`config.mk`:
```
export PLATFORM = sky130hd
export DESIGN_NAME = ram_dma_ctrl
export DESIGN_NICKNAME = d
export VERILOG_FILES = /design/src/rtl/ram_dma_ctrl.sv
export SDC_FILE = /design/constraint.sdc
export NUM_CORES = 1
export LEC_CHECK = 0
export BUFFER_PORTS_ARGS = -buffer_cell sky130_fd_sc_hd__buf_4
export CORE_MARGIN = 10
export CORE_UTILIZATION = 56
export CTS_CLUSTER_DIAMETER = 50
export DETAILED_ROUTE_END_ITERATION = 12
export PLACE_DENSITY = 0.85
export SETUP_SLACK_MARGIN = 0.2
export SYNTH_ARGS = -nofsm -noshare
export SYNTH_HDL_FRONTEND = slang
export SYNTH_SLANG_ARGS = --single-unit
export TNS_END_PERCENT = 50
```
`constraint.sdc`:
```
create_clock -name clk -period 3.9 [get_ports clk]
set_clock_uncertainty 0.1 [all_clocks]
set_input_delay 0.195 -clock clk [delete_from_list [all_inputs] [get_ports clk]]
set_output_delay 0.195 -clock clk [all_outputs]
set_load 0.05 [all_outputs]
```
`src/rtl/ram_dma_ctrl.sv`:
```
// Block-copy / fill engine that drives the write and read ports of a dual-port RAM.
// Optional feature: define RAM_DMA_CHKSUM_EN to add an XOR checksum of all words written by a command.
module ram_dma_ctrl #(
    parameter int ADDR_W = 6,
    parameter int DATA_W = 8
) (
    input  logic              clk,
    input  logic              rst,
    input  logic              start,
    input  logic              mode,
    input  logic [ADDR_W-1:0] src_addr,
    input  logic [ADDR_W-1:0] dst_addr,
    input  logic [ADDR_W:0]   len,
    input  logic [DATA_W-1:0] fill_val,
    output logic              busy,
    output logic              done,
    output logic              ram_en,
    output logic              ram_wr,
    output logic              ram_rd,
    output logic [ADDR_W-1:0] ram_wr_addr,
    output logic [ADDR_W-1:0] ram_rd_addr,
    output logic [DATA_W-1:0] ram_wr_data,
`ifdef RAM_DMA_CHKSUM_EN
    output logic [DATA_W-1:0] chksum,
`endif
    input  logic [DATA_W-1:0] ram_rd_data
);

    localparam int CW = ADDR_W + 1;

    typedef enum logic [2:0] {
        S_IDLE,
        S_COPY,
        S_DRAIN,
        S_FILL,
        S_DONE
    } state_t;

    state_t            state_q, state_d;
    logic [CW-1:0]     cnt_q, cnt_d;
    logic [ADDR_W-1:0] dst_q, dst_d;
    logic [DATA_W-1:0] fill_q, fill_d;
    logic              rd_q, rd_d;
    logic              wr_q, wr_d;
    logic [ADDR_W-1:0] rd_addr_q, rd_addr_d;
    logic [ADDR_W-1:0] wr_addr_q, wr_addr_d;
    logic [ADDR_W-1:0] next_wr_addr;

    // The first copy write goes to the latched destination; later ones step from the last write.
    assign next_wr_addr = wr_q ? wr_addr_q + ADDR_W'(1) : dst_q;

    // NOTE: every variable gets a default before the case so no path leaves it unassigned (no latch).
    always_comb begin
        state_d   = state_q;
        cnt_d     = cnt_q;
        dst_d     = dst_q;
        fill_d    = fill_q;
        rd_d      = 1'b0;
        wr_d      = 1'b0;
        rd_addr_d = '0;
        wr_addr_d = '0;
        case (state_q)
            S_IDLE: begin
                if (start) begin
                    dst_d  = dst_addr;
                    fill_d = fill_val;
                    cnt_d  = len - CW'(1);
                    if (len == '0) begin
                        state_d = S_DONE;
                        cnt_d   = '0;
                    end else if (!mode) begin
                        state_d   = S_COPY;
                        rd_d      = 1'b1;
                        rd_addr_d = src_addr;
                    end else begin
                        state_d   = S_FILL;
                        wr_d      = 1'b1;
                        wr_addr_d = dst_addr;
                    end
                end
            end
            S_COPY: begin
                wr_d      = 1'b1;
                wr_addr_d = next_wr_addr;
                if (cnt_q != '0) begin
                    rd_d      = 1'b1;
                    rd_addr_d = rd_addr_q + ADDR_W'(1);
                    cnt_d     = cnt_q - CW'(1);
                end else begin
                    state_d = S_DRAIN;
                end
            end
            S_DRAIN: state_d = S_DONE;
            S_FILL: begin
                if (cnt_q != '0) begin
                    wr_d      = 1'b1;
                    wr_addr_d = wr_addr_q + ADDR_W'(1);
                    cnt_d     = cnt_q - CW'(1);
                end else begin
                    state_d = S_DONE;
                end
            end
            S_DONE:  state_d = S_IDLE;
            default: state_d = S_IDLE;
        endcase
    end

    // NOTE: asynchronous reset in the sensitivity list, and <= for all state so every register samples together.
    always_ff @(posedge clk or posedge rst) begin
        if (rst) begin
            state_q   <= S_IDLE;
            cnt_q     <= '0;
            dst_q     <= '0;
            fill_q    <= '0;
            rd_q      <= 1'b0;
            wr_q      <= 1'b0;
            rd_addr_q <= '0;
            wr_addr_q <= '0;
        end else begin
            state_q   <= state_d;
            cnt_q     <= cnt_d;
            dst_q     <= dst_d;
            fill_q    <= fill_d;
            rd_q      <= rd_d;
            wr_q      <= wr_d;
            rd_addr_q <= rd_addr_d;
            wr_addr_q <= wr_addr_d;
        end
    end

    assign busy        = (state_q == S_COPY) || (state_q == S_DRAIN) || (state_q == S_FILL);
    assign done        = (state_q == S_DONE);
    assign ram_rd      = rd_q;
    assign ram_wr      = wr_q;
    assign ram_en      = rd_q | wr_q;
    assign ram_rd_addr = rd_addr_q;
    assign ram_wr_addr = wr_addr_q;
    // Copy data passes straight from the RAM read port, which already carries the one-cycle read latency.
    assign ram_wr_data = !wr_q             ? '0 :
                         (state_q == S_FILL) ? fill_q : ram_rd_data;

`ifdef RAM_DMA_CHKSUM_EN
    logic [DATA_W-1:0] chk_q, chk_d;

    always_comb begin
        chk_d = chk_q;
        if (state_q == S_IDLE && start) begin
            chk_d = '0;
        end else if (wr_q) begin
            chk_d = chk_q ^ ram_wr_data;
        end
    end

    always_ff @(posedge clk or posedge rst) begin
        if (rst) begin
            chk_q <= '0;
        end else begin
            chk_q <= chk_d;
        end
    end

    assign chksum = chk_q;
`endif

endmodule

```
==> results of run 1 <==
-- critical path: stages, from the launching register on --
cell and delay (ns):
dfrtp_1 0.56, nand2b_1 0.44, nor2_1 0.53, nand2_1 0.12, a21boi_0 0.22, buf_4 0.24
-- cell type report --
type | count | area [µm²]
inverters | 11 | 41.3
flip-flops and latches | 38 | 951
repair buffers | 70 | 538
multi-input cells | 171 | 1180
well taps | 48 | 60.1
clock buffers | 6 | 82.6
fillers | 252 | 877
clock inverters | 2 | 12.5
-- metal layers --
metal,routed length (µm),part of all wire
met5,0,0
met4,87,0.015
met3,289,0.049
met2,3070,0.52
met1,2410,0.41
-- layout by cell type, fill, tap and decap left out, types with 3 or more instances in the layout --
cell           netlist  layout
o21ai_0              9       9
o221ai_1             3       3
dlygate4sd3_1        0       5
ha_1                 6       6
a21oi_1              8       8
nand2_1             29      29
xnor2_1              5       5
o2bb2ai_1            6       6
and3_1               6       6
nor3_1               7       7
a21boi_0             9       9
inv_1               11      11
dfrtp_1             38      38
nand3_1              6       6
o31ai_1              3       3
buf_4                0      65
nor2_1              18      18
xor2_1               7       7
clkbuf_8             1       6
mux2_2              11      11
-- cells by family after synthesis --
logic type	count (synthesis)	synth area share
XOR/XNOR	12	0.0471
flip-flops	38	0.426
AND/OR/NAND/NOR	87	0.207
buffers and inverters	21	0.0477
multiplexers	12	0.0600
AO/OA/AOI/OAI	54	0.178
adder cells (fa/ha/maj)	6	0.0337
-- synthesized netlist by cell type, types with 2 or more instances --
library cell / count / area, µm²
mux2_2: 11 / 124
o21ai_0: 9 / 45.0
nand2_1: 29 / 109
a311o_1: 2 / 20.0
xnor2_1: 5 / 43.8
buf_2: 2 / 10.0
nor2_1: 18 / 67.6
and2_1: 2 / 12.5
ha_1: 6 / 75.1
o2bb2ai_1: 6 / 52.6
nand3_1: 6 / 30.0
or3_1: 2 / 12.5
clkbuf_1: 5 / 18.8
o221ai_1: 3 / 26.3
a21oi_1: 8 / 40.0
nor3b_1: 2 / 15.0
a21o_1: 2 / 15.0
and2b_2: 2 / 17.5
xor2_1: 7 / 61.3
a221o_1: 2 / 20.0
o31ai_1: 3 / 22.5
inv_1: 11 / 41.3
dfrtp_1: 38 / 951
and3_1: 6 / 37.5
nand2b_1: 2 / 12.5
nor3_1: 7 / 35.0
a21boi_0: 9 / 67.6
-- metrics by stage --
stage,power [mW],instance area [µm²],worst slack (ns)
finish,2.43,2870,1.19
detailed placement,2.14,2720,1.55
global placement,2.10,2720,1.64
floorplan,1.77,2230,1.34
global route,2.59,2870,0.994
CTS,2.44,2870,1.19
-- sequential cells by signal, indices dropped and copies added (netlist names) --
register and cells:
ram_rd 1, ram_wr 1, ram_rd_addr 6, fill_q 8
ram_wr_addr 6, state_q 3, cnt_q 7, dst_q 6
-- report_power, final --
group | internal [mW] | switching (mW) | leakage, nW
clock network | 0.142 | 0.149 | 0.0472
logic | 0.524 | 0.853 | 0.824
registers | 0.576 | 0.191 | 0.472
-- what timing repair did --
action	CTS	global route
hold endpoints to repair	42	0
hold buffers	5	0
buffers inserted	0	0
endpoints found under the setup margin	0	0
gates resized for setup	0	0
-- worst paths after layout --
path	from	end	slack (ns)	depth (start not counted)
max reg2reg	state_q[2]$_DFFE_PP0P_	ram_rd_addr[5]$_DFF_PP0_	1.55	4
min	src_addr[3]	ram_rd_addr[3]$_DFF_PP0_	0.007	2
min in group asynchronous	rst	state_q[1]$_DFFE_PP0P_	0.46	4
min reg2reg	dst_q[0]$_DFFE_PP0P_	ram_wr_addr[0]$_DFF_PP0_	0.39	2
max in group asynchronous	rst	dst_q[1]$_DFFE_PP0P_	2.91	4
max	state_q[2]$_DFFE_PP0P_	ram_wr_data[0]	1.19	5
==> metrics.md, run 1 <==
| Metric | Value |
|---|---|
| Status | finished clean |
| Crit path required time | between 3 and 4 ns |
| Clock latency on the worst-skew pair | approximately 0.30 ns |
| Area Overhead vs Synth | 28.6% |
| I/O Pins | 64 |
| Grt met1 use | 0.185 |
| LEAKAGE | between 1 and 1.5 nW |
| DR vias | about 2.0k |
| Worst setup path class | flip-flop to output port |
| Max Cap Viol | 0 |
| Post-detail-place hpwl | between 4000 and 5000 µm |
| Overflow after GRT | 0 |
| Max IR drop VDD | between 400 and 500 µV |
| Final period util | 0.696 |
| DRT Pass-1 Iters | 4 |
| Syn Area/Cell | between 9 and 10 µm² |
| Worst-margin pin slew | ~0.86 ns |
| Clock Tree Buf Depth | 2 |
| Utilization after layout | 0.766 |
| Post-synth EDFFs | 0 |
| Nets | 342 |
| TNS Setup | 0 ns |
| GR Util met2 | 0.293 |
| Clock transition at the register clock pins on the worst setup and hold paths after CTS | 0.08 ns |
| Netlist cell types | 52 |
| Gr busiest metal | met2 |
| Crit start category | flip-flop |
| # setup viols final | 0 |
| Yosys warns | 0 |
| TritonCTS buffer count | 5 |
| Layout cell share with drive strength beyond 1 | 0.315 |
| WL final | slightly below 6000 µm |
| Initial Utilization | 0.596 |
| Final Hold Viols | 0 |
| Routed len/inst | approximately 17 µm |
| Slew headroom | 0.421 |
| Critical Path Fanout Max | 17 |
| Post-DR vias/cell | slightly below 6 |
| Seq/Total Area, Yosys | 0.426 |
| Clock sinks | 38 |
| Antenna diodes | 0 |
| Class of the worst hold path | input port to flip-flop |
| Final Max Tran Viols | 0 |
| Vias in the first global route | 2097 |
| Number of synthesized register bits | 38 |
| Critical path arrival | between 2 and 2.5 ns |
| First-pass GRT wire length | roughly 9700 µm |
| CTS tree | yes |
| Port Buffers | 63 |
| Die Width | roughly 83 µm |
| Row count | 22 |
| Post-Syn Nets | around 280 |
| FMAX | 368 MHz |
| Met3 Track Usage GR | 0.0479 |
| Number of remaining DRC errors | 0 |
| Initial detailed-routing violation count | between 150 and 200 |
| Die Ht | between 80 and 90 µm |
| Core Area | 0.00374 mm² |
| DP Cell Count | about 330 |
| Min Hold Slack | just over 0.007 ns |
| Root buf cell | clkbuf_8 |
| Overall Global Routing Usage | 0.166 |
| Top FF cell, synth | dfrtp_1 |
| Syn Inst Count | 230 |
| Largest net degree at the start of global routing | 39 |
| Final std cells w/o fill | about 350 |
| Initial antenna violation count | 0 |
| GPL Wtd Cong | 0.847 |
| RSZ-0062 raised after global routing | false |
| Post-Syn Area | 0.00223 mm² |
| Async S/R FF share, synth | 1.00 |
| Crit path capture type | output port |
| Final ANT Viol Nets | 0 |
| Pwr dens | between 800 and 900 mW/mm² |
| H-tree levels | 2 |
| Die ar. | between 0.006 and 0.007 mm² |
| Minimum clock period | 2.71 ns |
Note: power is estimated with default switching activity, not from simulation.
==> run 2: changes to the inputs <==
--- a/config.mk
+++ b/config.mk
@@ -7,10 +7,10 @@
 export LEC_CHECK = 0
 export BUFFER_PORTS_ARGS = -buffer_cell sky130_fd_sc_hd__buf_4
 export CORE_MARGIN = 10
-export CORE_UTILIZATION = 56
+export CORE_UTILIZATION = 47
 export CTS_CLUSTER_DIAMETER = 50
 export DETAILED_ROUTE_END_ITERATION = 12
-export PLACE_DENSITY = 0.85
+export PLACE_DENSITY = 0.76
 export SETUP_SLACK_MARGIN = 0.2
 export SYNTH_ARGS = -nofsm -noshare
 export SYNTH_HDL_FRONTEND = slang
==> constraint.sdc (replaced) <==
create_clock -name clk -period 2.4 [get_ports clk]
set_clock_uncertainty 0.1 [all_clocks]
set_input_delay 0.12 -clock clk [delete_from_list [all_inputs] [get_ports clk]]
set_output_delay 0.12 -clock clk [all_outputs]
set_load 0.05 [all_outputs]
==> run 2 against run 1 <==
Against the previous run:
- hold slack gained 0.0058 ns
- die area grew 14%
- register-to-register slack lost 1.1 ns
- sequential share of layout area shrank 2.3 points
- routed wire length grew 0.67%
- global-route usage shrank 1.7 points
- critical path type unchanged
- highest routed layer unchanged
==> metrics.md, run 2 (synthesis results as in run 1) <==
| Metric | Value |
|---|---|
| Buffers & Inverters on Critical Path | 2 |
| Final Hold Viols | 0 |
| # setup viols final | 0 |
| I/O Pins | 64 |
| Final setup margin | about 0.37 ns |
| Critical Path Fanout Max | 15 |
| Most flops, register | fill_q |
| R2R Path End | ram_wr_addr[2]$_DFF_PP0_ |
| CP most frequent cell | buf_4 |
| Crit start category | flip-flop |
| Clock latency on the worst-skew pair | ~0.28 ns |
| Place WS | 0.386 ns |
| Initial Utilization | 0.498 |
| Post-DR vias/cell | 5.46 |
| Worst path max stage delay | approximately 0.48 ns |
| Hold path startpoint | mode |
| Slew headroom | 0.670 |
| Clock sinks | 38 |
| Max IR drop VDD | between 800 and 900 µV |
| CP Cell Sequence | nand2b_4 > nor2_1 > buf_4 > nand2_1 > a21boi_0 > buf_4 |
| Vias in the first global route | 2129 |
| Class of the worst hold path | input port to flip-flop |
| Commonest non-fill, non-tap cell in the layout | buf_4 |
| DRT Pass-1 Iters | 4 |
| Overall Global Routing Usage | 0.149 |
| Worst setup path class | flip-flop to output port |
| LEAKAGE | ~1.4 nW |
| WL final | a little under 6000 µm |
| Commonest cells after routing, fill and taps aside | buf_4 (72), dfrtp_1 (35), nand2_1 (29) |
| Reg2Reg Depth | 6 |
| Nets | about 370 |
| Total power | approximately 4 mW |
| Die Ht | 88.9 µm |
| H-tree levels | 2 |
| Final period util | 0.848 |
| DR vias | 2037 |
| FMAX | between 400 and 500 MHz |
| Worst-margin pin slew | between 0.4 and 0.5 ns |
| Core Area | roughly 0.0045 mm² |
| Overflow after GRT | 0 |
| RR Startpoint | cnt_q[0]$_DFFE_PP0P_ |
| Minimum clock period | roughly 2.0 ns |
| Min Hold Slack | between 0.01 and 0.015 ns |
| Row count | 24 |
| Clock transition at the register clock pins on the worst setup and hold paths after CTS | 0.08 ns |
| First-pass GRT wire length | between 9000 and 10000 µm |
| TNS Setup | 0 ns |
| Routed len/inst | 15.8 µm |
| CTS tree | yes |
| Die Width | about 90 µm |
| Root buf cell | clkbuf_8 |
| Clock Tree Buf Depth | 2 |
| Max reg flops | 8 |
| RSZ-0062 raised after global routing | false |
| TritonCTS buffer count | 5 |
| Hold Path Cell Cnt | 3 |
| Final ANT Viol Nets | 0 |
| Status | finished clean |
| Antenna diodes | 0 |
| Initial detailed-routing violation count | 190 |
| Layout cell share with drive strength beyond 1 | 0.327 |
| Number of remaining DRC errors | 0 |
| Final Max Tran Viols | 0 |
| Pwr dens | about 1300 mW/mm² |
| Area Overhead vs Synth | 38.8% |
| Utilization after layout | 0.692 |
| Initial antenna violation count | 0 |
| GPL Wtd Cong | approximately 0.84 |
| Post-detail-place hpwl | 4230 µm |
| Hold Path Sink | state_q[1]$_DFFE_PP0P_ |
| Crit path required time | roughly 2.2 ns |
| Largest net degree at the start of global routing | 39 |
| Crit path max-delay family | flip-flops |
| Max Cap Viol | 0 |
| Slowest stage cell on the critical path | dfrtp_2 |
| Crit path capture type | output port |
| Largest regs | fill_q x8, cnt_q x7 |
| R2R setup slack | 0.43 ns |
| Port Buffers | 63 |
| Die ar. | slightly below 0.008 mm² |
| Critical path arrival | 1.81 ns |
run 2: changes by cell type in the layout (fill, tap and decap cells not counted):
cell | before | now
dlygate4sd3_1 | 5 | 21
buf_4 | 65 | 72
a21boi_0 | 9 | 5
a21boi_1 | 0 | 4
dfrtp_1 | 38 | 35
dfrtp_2 | 0 | 3
nand2b_1 | 2 | 1
nand2b_4 | 0 | 1
run 2: repair_timing:
action                                  4_1_cts  5_1_grt
endpoints found under the setup margin        8        8
hold buffers                                 21        0
gates cloned                                  0        0
setup buffers                                 0        4
endpoints found under the hold margin        61        0
gates resized for setup                       2        3
run 2: routing by layer:
layer,up-vias,global-route usage,part of all wire,routed length (µm)
li1,1004,-,-,-
met1,989,0.180,0.42,2490
met2,40,0.253,0.51,3020
met3,4,0.0478,0.058,341
met4,0,0.0323,0.0071,42
met5,-,0,0,0
run 2: worst max-delay path by stage:
| stage | from | cells past startpoint | end | slack, ns |
|---|---|---|---|---|
| 2_1_floorplan | state_q[1]$_DFFE_PP0P_ | 5 | ram_wr_data[4] | -0.09 |
| 3_3_place_gp | state_q[2]$_DFFE_PP0P_ | 6 | ram_wr_data[6] | 0.41 |
| 3_5_place_dp | state_q[2]$_DFFE_PP0P_ | 6 | ram_wr_data[6] | 0.39 |
| 4_1_cts | state_q[2]$_DFFE_PP0P_ | 5 | ram_wr_data[6] | 0.22 |
| 5_1_grt | state_q[2]$_DFFE_PP0P_ | 6 | ram_wr_data[4] | 0.27 |
| 6_report | state_q[2]$_DFFE_PP0P_ | 6 | ram_wr_data[4] | 0.37 |
run 2: tightest hold or removal path, stage by stage:
cell	delay [ns]
buf_4	0.12
nand4_1	0.07
a21oi_1	0.06
run 2: layout make-up:
class	count	area (µm²)
Tap cell	52	65.1
Timing Repair Buffer	93	751
Clock buffer	6	82.6
Fill cell	349	1380
Multi-Input combinational cell	171	1190
Sequential cell	38	955
Inverter	11	41.3
Clock inverter	2	12.5
run 2: per-stage QoR:
stage / cells / instance area (µm²)
after floorplan: 230 / 2230
after global placement: 340 / 2750
after detailed placement: 340 / 2750
after CTS: 369 / 3060
after global routing: 373 / 3100
final: 373 / 3100
run 2: power by group:
group	internal [mW]	switching (mW)	total, mW
sequential	0.941	0.306	1.25
combinational	0.926	1.40	2.32
clock	0.231	0.226	0.457
total	2.10	1.93	4.03
==> run 3: changes to the inputs <==
==> constraint.sdc (replaced) <==
create_clock -name clk -period 1.8 [get_ports clk]
set_clock_uncertainty 0.1 [all_clocks]
set_input_delay 0.09 -clock clk [delete_from_list [all_inputs] [get_ports clk]]
set_output_delay 0.09 -clock clk [all_outputs]
set_load 0.05 [all_outputs]
==> run 3 against run 2 <==
Against the previous run:
- global-route usage rose by 3.4 points
- flip-flop and latch count did not move
- first-iteration DRC count rose by 2.6%
- hold slack improved by 0.036 ns
- final cell count rose by 8.6%
- utilization rose by 14 points
- combinational power rose by 94%
- non-clock buffer count rose by 32
- worst setup slack got worse by 0.45 ns
- the run now ends with negative setup slack left
- sequential share of layout area fell by 5.1 points
==> metrics.md, run 3 (synthesis results as in run 1) <==
| Metric | Value |
|---|---|
| Buffers & Inverters on Critical Path | 0 |
| TritonCTS buffer count | 5 |
| DP Cell Count | around 360 |
| Final Max Tran Viols | 0 |
| Clock sinks | 38 |
| Commonest non-fill, non-tap cell in the layout | buf_4 |
| LEAKAGE | 1.74 nW |
| GPL Wtd Cong | around 0.97 |
| Initial antenna violation count | 0 |
| Core Area | 0.00447 mm² |
| Utilization after layout | 0.830 |
| Die Width | a little under 90 µm |
| Worst-margin pin slew | 0.494 ns |
| Initial detailed-routing violation count | between 150 and 200 |
| Total power | approximately 6.8 mW |
| Post-detail-place hpwl | approximately 4700 µm |
| Status | finished, violations left |
| Class of the worst hold path | input port to flip-flop |
| Layout cell share with drive strength beyond 1 | 0.493 |
| Die Ht | between 80 and 90 µm |
| Final period util | 1.05 |
| Initial Utilization | 0.498 |
| First-pass GRT wire length | approximately 11000 µm |
| TNS Setup | -0.0906 ns |
| Clock latency on the worst-skew pair | around 0.30 ns |
| Launch point of the worst path | cnt_q[1]$_DFFE_PP0P_ |
| Failing checks | negative setup slack |
| Crit path required time | between 1.5 and 2 ns |
| H-tree levels | 2 |
| I/O Pins | between 60 and 70 |
| Clock transition at the register clock pins on the worst setup and hold paths after CTS | ~0.080 ns |
| Final Hold Viols | 0 |
| Die ar. | between 0.007 and 0.008 mm² |
| RSZ-0062 raised after global routing | true |
| Min Hold Slack | roughly 0.049 ns |
| Slew headroom | 0.671 |
| Commonest cells after routing, fill and taps aside | buf_4 (86), dfrtp_1 (33), dlygate4sd3_1 (23) |
| Vias in the first global route | between 2k and 2.5k |
| DRT Pass-1 Iters | 5 |
| Number of remaining DRC errors | 0 |
| Nets | 397 |
| Pwr dens | around 1800 mW/mm² |
| Place WS | -0.0879 ns |
| Worst setup path class | flip-flop to flip-flop |
| Port Buffers | 63 |
| Overall Global Routing Usage | 0.183 |
| Max Cap Viol | 0 |
| Area Overhead vs Synth | 66.6% |
| Met3 wire len | approximately 560 µm |
| Met1 Routed Length | ~3000 µm |
| Post-route cell area | about 0.0037 mm² |
| Post-DR vias/cell | roughly 5.6 |
| # setup viols final | 2 |
| Placed Area | between 0.002 and 0.003 mm² |
| Crit start category | flip-flop |
| Most flops, register | fill_q |
| Routed len/inst | between 15 and 20 µm |
| Largest regs | fill_q x8, cnt_q x7 |
| FMAX | about 530 MHz |
| RR Startpoint | cnt_q[1]$_DFFE_PP0P_ |
| Critical path arrival | roughly 2.0 ns |
| Crit path capture type | flip-flop |
| Slowest stage cell on the critical path | or4_4 |
| Largest net degree at the start of global routing | 39 |
| Critical Path Fanout Max | 3 |
| Final setup margin | -0.0890 ns |
| Antenna diodes | 0 |
| Final ANT Viol Nets | 0 |
| Crit path max-delay family | compound AO/OA/AOI/OAI gates |
| Overflow after GRT | 0 |
| CTS tree | yes |
| Final std cells w/o fill | 405 |
| Minimum clock period | 1.89 ns |
| WL final | ~7500 µm |
| Hold path startpoint | len[0] |
| Worst path max stage delay | 0.55 ns |
| Max reg flops | 8 |
| CP Cell Sequence | or4_4 > o21a_1 > o31a_1 > a311o_1 |
| Row count | 24 |
| Max IR drop VDD | 1090 µV |
| DR vias | around 2.3k |
| Met2 wire length | approximately 3800 µm |
| Clock Tree Buf Depth | 2 |
| Uppermost layer routed | met4 |
| Root buf cell | clkbuf_8 |
run 3: cell types whose count changed in the layout (fill, tap and decap cells not counted), moves of 5 or more:
cell and change:
nand2_1 -10, buf_4 +14, buf_6 +12, mux2_4 +11, o2bb2ai_1 -6, o2bb2ai_2 +5, a21boi_4 +8, nand2_2 +9
mux2_2 -11
run 3: what timing repair did:
action / 4_1_cts / 5_1_grt
pin swaps: 12 / 4
endpoints found under the hold margin: 64 / 0
setup buffers: 8 / 9
endpoints found under the setup margin: 41 / 48
hold buffers: 23 / 0
resized for setup: 44 / 28
run 3: report_power, final:
group          switching, mW  leakage (nW)  internal [mW]
sequential             0.371         0.465           1.26
clock                  0.313        0.0482          0.309
combinational           2.43          1.23           2.07
run 3: cell type report:
cell class	instances	area, µm²
repair buffers	125	1070
flip-flops and latches	38	957
well taps	52	65.1
inverters	11	41.3
fillers	258	761
clock buffers	7	86.3
multi-input cells	171	1490
clock inverters	1	5.00
run 3: worst reg2reg max path, cell delays in order (launching register included):
cell     delay (ns)
dfrtp_1        0.40
or4_4          0.55
o21a_1         0.21
o31a_1         0.26
a311o_1        0.27
run 3: worst paths after layout:
path / to / slack, ns / cells past startpoint
max: cnt_q[5]$_DFFE_PP0P_ / -0.09 / 4
min: cnt_q[0]$_DFFE_PP0P_ / 0.05 / 4
max reg2reg: cnt_q[5]$_DFFE_PP0P_ / -0.09 / 4
min reg2reg: ram_wr_addr[1]$_DFF_PP0_ / 0.40 / 2
max in group asynchronous: ram_wr_addr[0]$_DFF_PP0_ / 0.84 / 4
min in group asynchronous: state_q[1]$_DFFE_PP0P_ / 0.39 / 4
run 3: metal layers:
layer / track usage / vias to the layer above
met5: 0 / -
met4: 0.0485 / 0
met1: 0.223 / 1081
li1: - / 1065
met2: 0.308 / 92
met3: 0.0524 / 14
